<file path="src/rtl/ds_rate_ctrl.sv">
// ds_rate_ctrl: run-time rate controller and output scheduler for the down_sample core
// Ports: i_clk/i_rst (sync, active-low); i_valid/o_ready/i_data input stream;
// i_rate_sel/i_rate_load rate request, o_rate/o_pend rate status;
// o_ds_en/o_ds_data core feed, i_ds2/i_ds4/i_ds8 core taps;
// o_data/o_valid/i_ready output FIFO head with downstream backpressure.
module ds_rate_ctrl #(
  parameter int DATA_W     = 16,
  parameter int CORE_LAT   = 1,
  parameter int FIFO_DEPTH = 4,
  parameter int RST_RATE   = 0
) (
  input  logic              i_clk,
  input  logic              i_rst,
  input  logic              i_valid,
  output logic              o_ready,
  input  logic [DATA_W-1:0] i_data,
  input  logic [1:0]        i_rate_sel,
  input  logic              i_rate_load,
  output logic              o_ds_en,
  output logic [DATA_W-1:0] o_ds_data,
  input  logic [DATA_W-1:0] i_ds2,
  input  logic [DATA_W-1:0] i_ds4,
  input  logic [DATA_W-1:0] i_ds8,
  output logic [DATA_W-1:0] o_data,
  output logic              o_valid,
  input  logic              i_ready,
  output logic [1:0]        o_rate,
  output logic              o_pend
);
  localparam int AW = $clog2(FIFO_DEPTH);
  logic [2:0]          ph, mask;
  logic [1:0]          rate, pend_val, ld_val;
  logic                pend, ld_pend, apply, acc, emit, push, pop;
  logic [CORE_LAT-1:0] em;
  logic [1:0]          tap [CORE_LAT];
  logic [DATA_W-1:0]   smp [CORE_LAT];
  logic [DATA_W-1:0]   mem [FIFO_DEPTH];
  logic [DATA_W-1:0]   wdat;
  logic [AW-1:0]       wp, rp;
  logic [AW:0]         cnt;
  assign acc       = i_valid && o_ready;
  assign o_ds_en   = acc;
  assign o_ds_data = i_data;
  assign mask      = 3'((4'd1 << rate) - 4'd1);
  assign emit      = acc && ((ph & mask) == mask);
  // emits still in the core pipeline are reserved FIFO slots, so a push can never find it full
  assign o_ready   = int'(cnt) + $countones(em) < FIFO_DEPTH;
  assign push      = em[CORE_LAT-1];
  assign o_valid   = cnt != '0;
  assign pop       = o_valid && i_ready;
  assign o_data    = o_valid ? mem[rp] : '0;
  assign o_rate    = rate;
  assign o_pend    = pend;
  assign wdat      = tap[CORE_LAT-1] == 2'd0 ? smp[CORE_LAT-1] :
                     tap[CORE_LAT-1] == 2'd1 ? i_ds2 :
                     tap[CORE_LAT-1] == 2'd2 ? i_ds4 : i_ds8;
  // a load in the same cycle as a frame boundary is applied immediately
  assign ld_val    = i_rate_load ? i_rate_sel : pend_val;
  assign ld_pend   = i_rate_load || pend;
  assign apply     = ld_pend && ((acc && ph == 3'd7) || (ph == 3'd0 && !acc));
  always_ff @(posedge i_clk) begin
    if (!i_rst) begin
      ph       <= '0;
      rate     <= 2'(RST_RATE);
      pend     <= 1'b0;
      pend_val <= '0;
      em       <= '0;
      wp       <= '0;
      rp       <= '0;
      cnt      <= '0;
    end else begin
      ph       <= ph + 3'(acc);
      pend_val <= ld_val;
      pend     <= ld_pend && !apply;
      if (apply) rate <= ld_val;
      em[0] <= emit;
      for (int i = CORE_LAT - 1; i > 0; i--) em[i] <= em[i-1];
      if (push) wp <= wp + 1'b1;
      if (pop) rp <= rp + 1'b1;
      cnt <= cnt + {{AW{1'b0}}, push} - {{AW{1'b0}}, pop};
    end
  end
  // the tap code travels with each emit so later rate changes never touch it
  always_ff @(posedge i_clk) begin
    tap[0] <= rate;
    smp[0] <= i_data;
    for (int i = CORE_LAT - 1; i > 0; i--) begin
      tap[i] <= tap[i-1];
      smp[i] <= smp[i-1];
    end
    if (push) mem[wp] <= wdat;
  end
endmodule

</file>
<file path="config.mk">
export PLATFORM = sky130hd
export DESIGN_NAME = ds_rate_ctrl
export DESIGN_NICKNAME = d
export VERILOG_FILES = /design/src/rtl/ds_rate_ctrl.sv
export SDC_FILE = /design/constraint.sdc
export NUM_CORES = 1
export LEC_CHECK = 0
export ABC_AREA = 1
export CAP_MARGIN = 0
export CORE_MARGIN = 2
export CORE_UTILIZATION = 25
export CTS_CLUSTER_DIAMETER = 200
export CTS_CLUSTER_SIZE = 30
export DETAILED_ROUTE_END_ITERATION = 10
export GPL_ROUTABILITY_DRIVEN = 0
export PLACE_DENSITY = 0.57
export SYNTH_ARGS = -nofsm -noshare
export SYNTH_HDL_FRONTEND = slang
export SYNTH_SLANG_ARGS = --single-unit
</file>
<file path="constraint.sdc">
create_clock -name i_clk -period 2.7 [get_ports i_clk]
set_input_delay 0.81 -clock i_clk [delete_from_list [all_inputs] [get_ports i_clk]]
set_output_delay 0.81 -clock i_clk [all_outputs]
set_load 0.03 [all_outputs]
</file>
**Word-level counts from Yosys, hierarchy flattened**

Memories as Yosys holds them, arrays and structs flattened. A register that Yosys moved wholly into a read port is not among the register bits.
Cells that the tools add are included.

- Bits in registers: 16
- RAM bits: 82
- Input bits: 71
- Output and inout port bits: 38
- Word-level logic and storage cells: 48
- Memories: 3

- $add $sub $neg: 7
- $lt $le $gt $ge: 1
- Equal/unequal tests: 4
- Shifts and indexed selects: 1
- Mux-type cells: 9
- Bitwise operators: 1
- Reductions and logical operators: 14

Memories:

| name | words | width | rd ports | clocked after memory_dff | wr ports | line | text |
|---|---|---|---|---|---|---|---|
| mem | 4 | 16 | 1 | 1 | 1 | 37 | `logic [DATA_W-1:0] mem [FIFO_DEPTH];` |
| smp | 1 | 16 | 1 | 0 | 1 | 36 | `logic [DATA_W-1:0] smp [CORE_LAT];` |
| tap | 1 | 2 | 1 | 0 | 1 | 35 | `logic [1:0] tap [CORE_LAT];` |

Operators by type and width:

| kind | count |
|---|---|
| $mux 16 | 4 |
| $logic_and 1x1->1 | 7 |
| $add 3x1->3 | 2 |
| $mux 2 | 3 |
| $add 2x1->2 const B | 2 |
| $add 3x1->4 | 1 |
| $lt 4x3->1 const B | 1 |
| $and 3x3->3 | 1 |
| $eq 3x3->1 | 1 |
| $eq 3x3->1 const B | 1 |
| $logic_not 3->1 | 1 |
| $reduce_bool 3->1 | 1 |
| $shl 1x2->3 const A | 1 |
| $sub 3x1->3 | 1 |
| $sub 3x1->3 const B | 1 |
| $eq 2x1->1 const B | 1 |
| $eq 2x2->1 const B | 1 |
| $logic_not 1->1 | 2 |
| $logic_not 2->1 | 1 |
| $logic_or 1x1->1 | 2 |
| $mux 1 | 2 |

**Longest topological paths before layout**

- Depth after elaboration: 9
- Mapped depth: 10
- Mapped depth without buffers: 9

**Least setup slack after synthesis**

OpenSTA, ideal clock, no wires.

- Path type: reg-to-output
- From: reg (tool-made name)
- To: out o_data[11]
- Arrival: 1366 ps
- Required time: 1890 ps
- Path slack: 524 ps
- Cell stages (with the launch flop): 7
- Buffers on the path: 2
- Path through: dfxtp_1 -> clkbuf_1 -> buf_2 -> nor2_1 -> nor2_1 -> o21ai_0 -> a21oi_1

RTL lines:

| element | line | text |
|---|---|---|
| end: declaration | 24 | `output logic [DATA_W-1:0] o_data,` |

**Worst setup path after layout**

- From: reg cnt[2]
- To: out o_data[11]

- Cells in the longest elaborated chain, start to end: 2

RTL lines:

| element | line | text |
|---|---|---|
| start: declaration | 40 | `logic [AW:0] cnt;` |
| start signal: assignment | 80 | `cnt <= cnt + {{AW{1'b0}}, push} - {{AW{1'b0}}, pop};` |
| $reduce_bool 3->1 | 49 | `assign o_valid = cnt != '0;` |
| $mux 16 | 51 | `assign o_data = o_valid ? mem[rp] : '0;` |

Every way passes these cells.

==> tab_implementation.tex <==
\begin{tabular}{lr}
\hline
Metric & Value \\
\hline
\multicolumn{2}{l}{\textbf{Run status}} \\
Outcome & finished clean \\
\multicolumn{2}{l}{\textbf{Hold path}} \\
Tightest Hold Check Type & flop to flop \\
\multicolumn{2}{l}{\textbf{Cells and area}} \\
Final net count & 605 \\
Fill cell total of the finished layout & 1700 \\
Most used cells in the layout excluding fill and tap cells & nor2\_1, clkdlybuf4s50\_1, edfxtp\_1 \\
Final Core Density & 0.3466 \\
Area growth from synthesis to layout & 34.51\% \\
Register area & 0.002645 sq mm \\
Most common library cell in the layout ignoring fill and taps & nor2\_1 \\
Post-layout instance count excluding filler cells & 749 \\
Proportion of layout cells with a drive suffix above 1 & 0.1493 \\
Multi-input combinational cell area & 0.001320 sq mm \\
Antenna Cells & 0 \\
\multicolumn{2}{l}{\textbf{Clocking}} \\
Post-CTS Hold Buffers & 0 \\
Cts bufs inserted & 9 \\
CTS clk-pin slew, worst paths & 0.07 ns \\
CTS max path bufs & 2 \\
Number of sinks driven by the clock tree & 100 \\
Clock root buffer master & clkbuf\_16 \\
Clock latency at the later pin of the worst-skew pair & 0.34 ns \\
H-tree lvl count & 3 \\
TritonCTS clock tree & yes \\
\multicolumn{2}{l}{\textbf{Critical path}} \\
Worst R2R Start & cnt[2] \\
Crit. End Element & output pin \\
Slowest stage delay, CP & 0.47 ns \\
R2R depth & 11 \\
Worst path arrival time & 1.76 ns \\
Slowest cell on the critical path & dfxtp\_1 \\
Setup slack of the most critical reg-to-reg path & 0.59 ns \\
Req. time, crit path & 1.89 ns \\
Chain of cells forming the critical path & nor3\_4, buf\_4, buf\_4, a21oi\_1, dlygate4sd2\_1 \\
Logic depth of the worst path, buffers included & 5 \\
Cell repeated most along the worst path & buf\_4 \\
Top Family by Delay on Critical Path & buffers and inverters \\
Kind of launch point of the worst setup path & flop \\
Capturing instance or port of the critical path & o\_data[11] \\
Endpoint of the worst register-to-register path & cnt[2] \\
Buf/Inv on CP & 3 \\
Launch point of the worst path & cnt[2] \\
Worst setup path category & flop to output pin \\
Biggest fanout along the worst timing path & 5 \\
\multicolumn{2}{l}{\textbf{Floorplanning}} \\
Horiz. Die Dim & 135.2 um \\
Effective utilization at floorplan & 0.2577 \\
Area of the core & 0.01670 sq mm \\
IO Count & 109 \\
Height of the die & 135.2 um \\
\# rows & 47 \\
Die Outline Area & 0.01828 sq mm \\
\multicolumn{2}{l}{\textbf{STA}} \\
Slew @ Worst Pin & 0.7721 ns \\
Final-report hold violation count & 0 \\
Endpoints failing setup & 0 \\
Final total negative setup slack & 0 ns \\
Minimum setup slack in the final design & 0.1285 ns \\
Achievable frequency & 388.9 MHz \\
Setup repair after global routing missed its margin & false \\
Count of final max-slew check failures & 0 \\
Fraction of the cycle the final worst path needs & 0.9524 \\
Relative slew slack & 0.4847 \\
Worst-case clock skew & 0.008234 ns \\
Post-route minimum period & 2.571 ns \\
\multicolumn{2}{l}{\textbf{Routing}} \\
First-iteration detailed-routing DRC count & 129 \\
Post-detailed-route DRC marker count & 0 \\
Routed via count & 3195 \\
Final ANT Viol Nets & 0 \\
Final Routed Wirelength & 10.52 mm \\
Vias per Instance & 4.266 \\
Pre-Repair DR Iteration Count & 5 \\
Detailed-route wire length per cell & 14.04 um \\
\multicolumn{2}{l}{\textbf{Power and ir drop}} \\
Peak supply drop & 376.7 uV \\
LEAKAGE & 0.002232 uW \\
Cell Pwr Density & 879.5 mW/mm\^{}2 \\
Overall power consumption & 5092 uW \\
\multicolumn{2}{l}{\textbf{GRT}} \\
Number of global-route vias before repair & 3134 \\
GRT Resource Usage Total & 0.1180 \\
Total global routing overflow & 0 \\
Pin count of the biggest net entering global routing & 19 \\
Wire length of the first global-routing pass & 16.47 mm \\
Antenna violations before repair & 0 \\
\multicolumn{2}{l}{\textbf{Run}} \\
Maximum capacitance violations & 0 \\
\multicolumn{2}{l}{\textbf{Placed design}} \\
Port bufs & 108 \\
Worst slack at placement & 0.07526 ns \\
Post-DP HPWL & 7.745 mm \\
Total instance count after detailed placement & 731 \\
\multicolumn{2}{l}{\textbf{Yosys}} \\
Post-synthesis average cell area & 10.20 sq um \\
Area share of the largest cell type after synthesis & 0.4465 \\
Total nets after synthesis & 503 \\
Count of mapped cells out of synthesis & 422 \\
Largest cells by area after synthesis & edfxtp\_1, dfxtp\_1, nor2\_1 \\
Share of synthesized area occupied by flip-flops and latches & 0.6140 \\
Cell area after synthesis & 0.004304 sq mm \\
Number of synthesized register bits & 100 \\
Yosys warnings & 0 \\
Library cell with the largest summed area after synthesis & edfxtp\_1 \\
Number of unique standard cell types used by synthesis & 30 \\
\hline
\end{tabular}
[repair_timing]
action	in CTS	in global routing
pin swaps	1	0
resized for setup	6	1
endpoints found under the hold margin	0	0
setup endpoints to repair	6	4
setup buffers	2	0
[per-stage QoR]
| stage | hold WS, ns | area, sq um |
|---|---|---|
| 6_report | 0.3879 | 5789 |
| 3_3_place_gp | 0.3935 | 5503 |
| 2_1_floorplan | 0.4415 | 4304 |
| 3_5_place_dp | 0.3882 | 5503 |
| 5_1_grt | 0.4156 | 5789 |
| 4_1_cts | 0.3995 | 5788 |
[synthesized netlist by cell type (all sizes together)]
master / n
o21ai: 51
o31ai: 2
nand4: 3
nor3: 4
dfxtp: 36
nor2: 95
ha: 9
nand3: 7
fa: 1
o221ai: 13
edfxtp: 64
a21oi: 25
xnor2: 2
clkbuf: 7
buf: 28
mux2i: 2
nand2: 39
o22ai: 1
inv: 33
[registers in the layout (all words and copies together), names as in the netlist, named ones only]
register	count
smp	16
mem	64
cnt	3
tap	2
pend_val	2
rp	2
em	1
wp	2
o_pend	1
o_rate	2
ph	3
[report_power, final]
group,internal (uW),switching [uW]
logic,727,1230
clock network,630,556
registers,1850,97.8
[how the worst min path moves through the flow]
stage / endpoint / start / cells past startpoint / slack, ns
after floorplan: flop / rp[1] / 2 / 0.44
after detailed placement: tap[0][1] / o_rate[1] / 0 / 0.39
after global routing: tap[0][1] / o_rate[1] / 0 / 0.42
after global placement: tap[0][1] / o_rate[1] / 0 / 0.39
after CTS: tap[0][1] / o_rate[1] / 0 / 0.40
final: tap[0][1] / o_rate[1] / 0 / 0.39
[cell families after synthesis]
group	synth area share
multiplexers	0.004651
adder cells (fa/ha/maj)	0.03081
XOR/XNOR	0.004071
AO/OA/AOI/OAI	0.1198
flip-flops	0.6140
AND/OR/NAND/NOR	0.1474
buffers and inverters	0.07936
[layer usage]
layer	vias up	GRT usage	share of wire
met4	0	0.03935	0.013
met1	1471	0.1434	0.44
met5	-	0	0
met2	84	0.2098	0.51
met3	10	0.02282	0.037
li1	1630	-	-
[final cells by class]
| type | instances | area share |
|---|---|---|
| clock inverter | 7 | 0.008645 |
| timing repair buffer | 126 | 0.1986 |
| multi-input combinational | 254 | 0.2280 |
| sequential | 100 | 0.4569 |
| tap | 220 | 0.04755 |
| clock buffer | 9 | 0.03890 |
| inverter | 33 | 0.02140 |
Note: power is estimated with default switching activity, not from simulation.
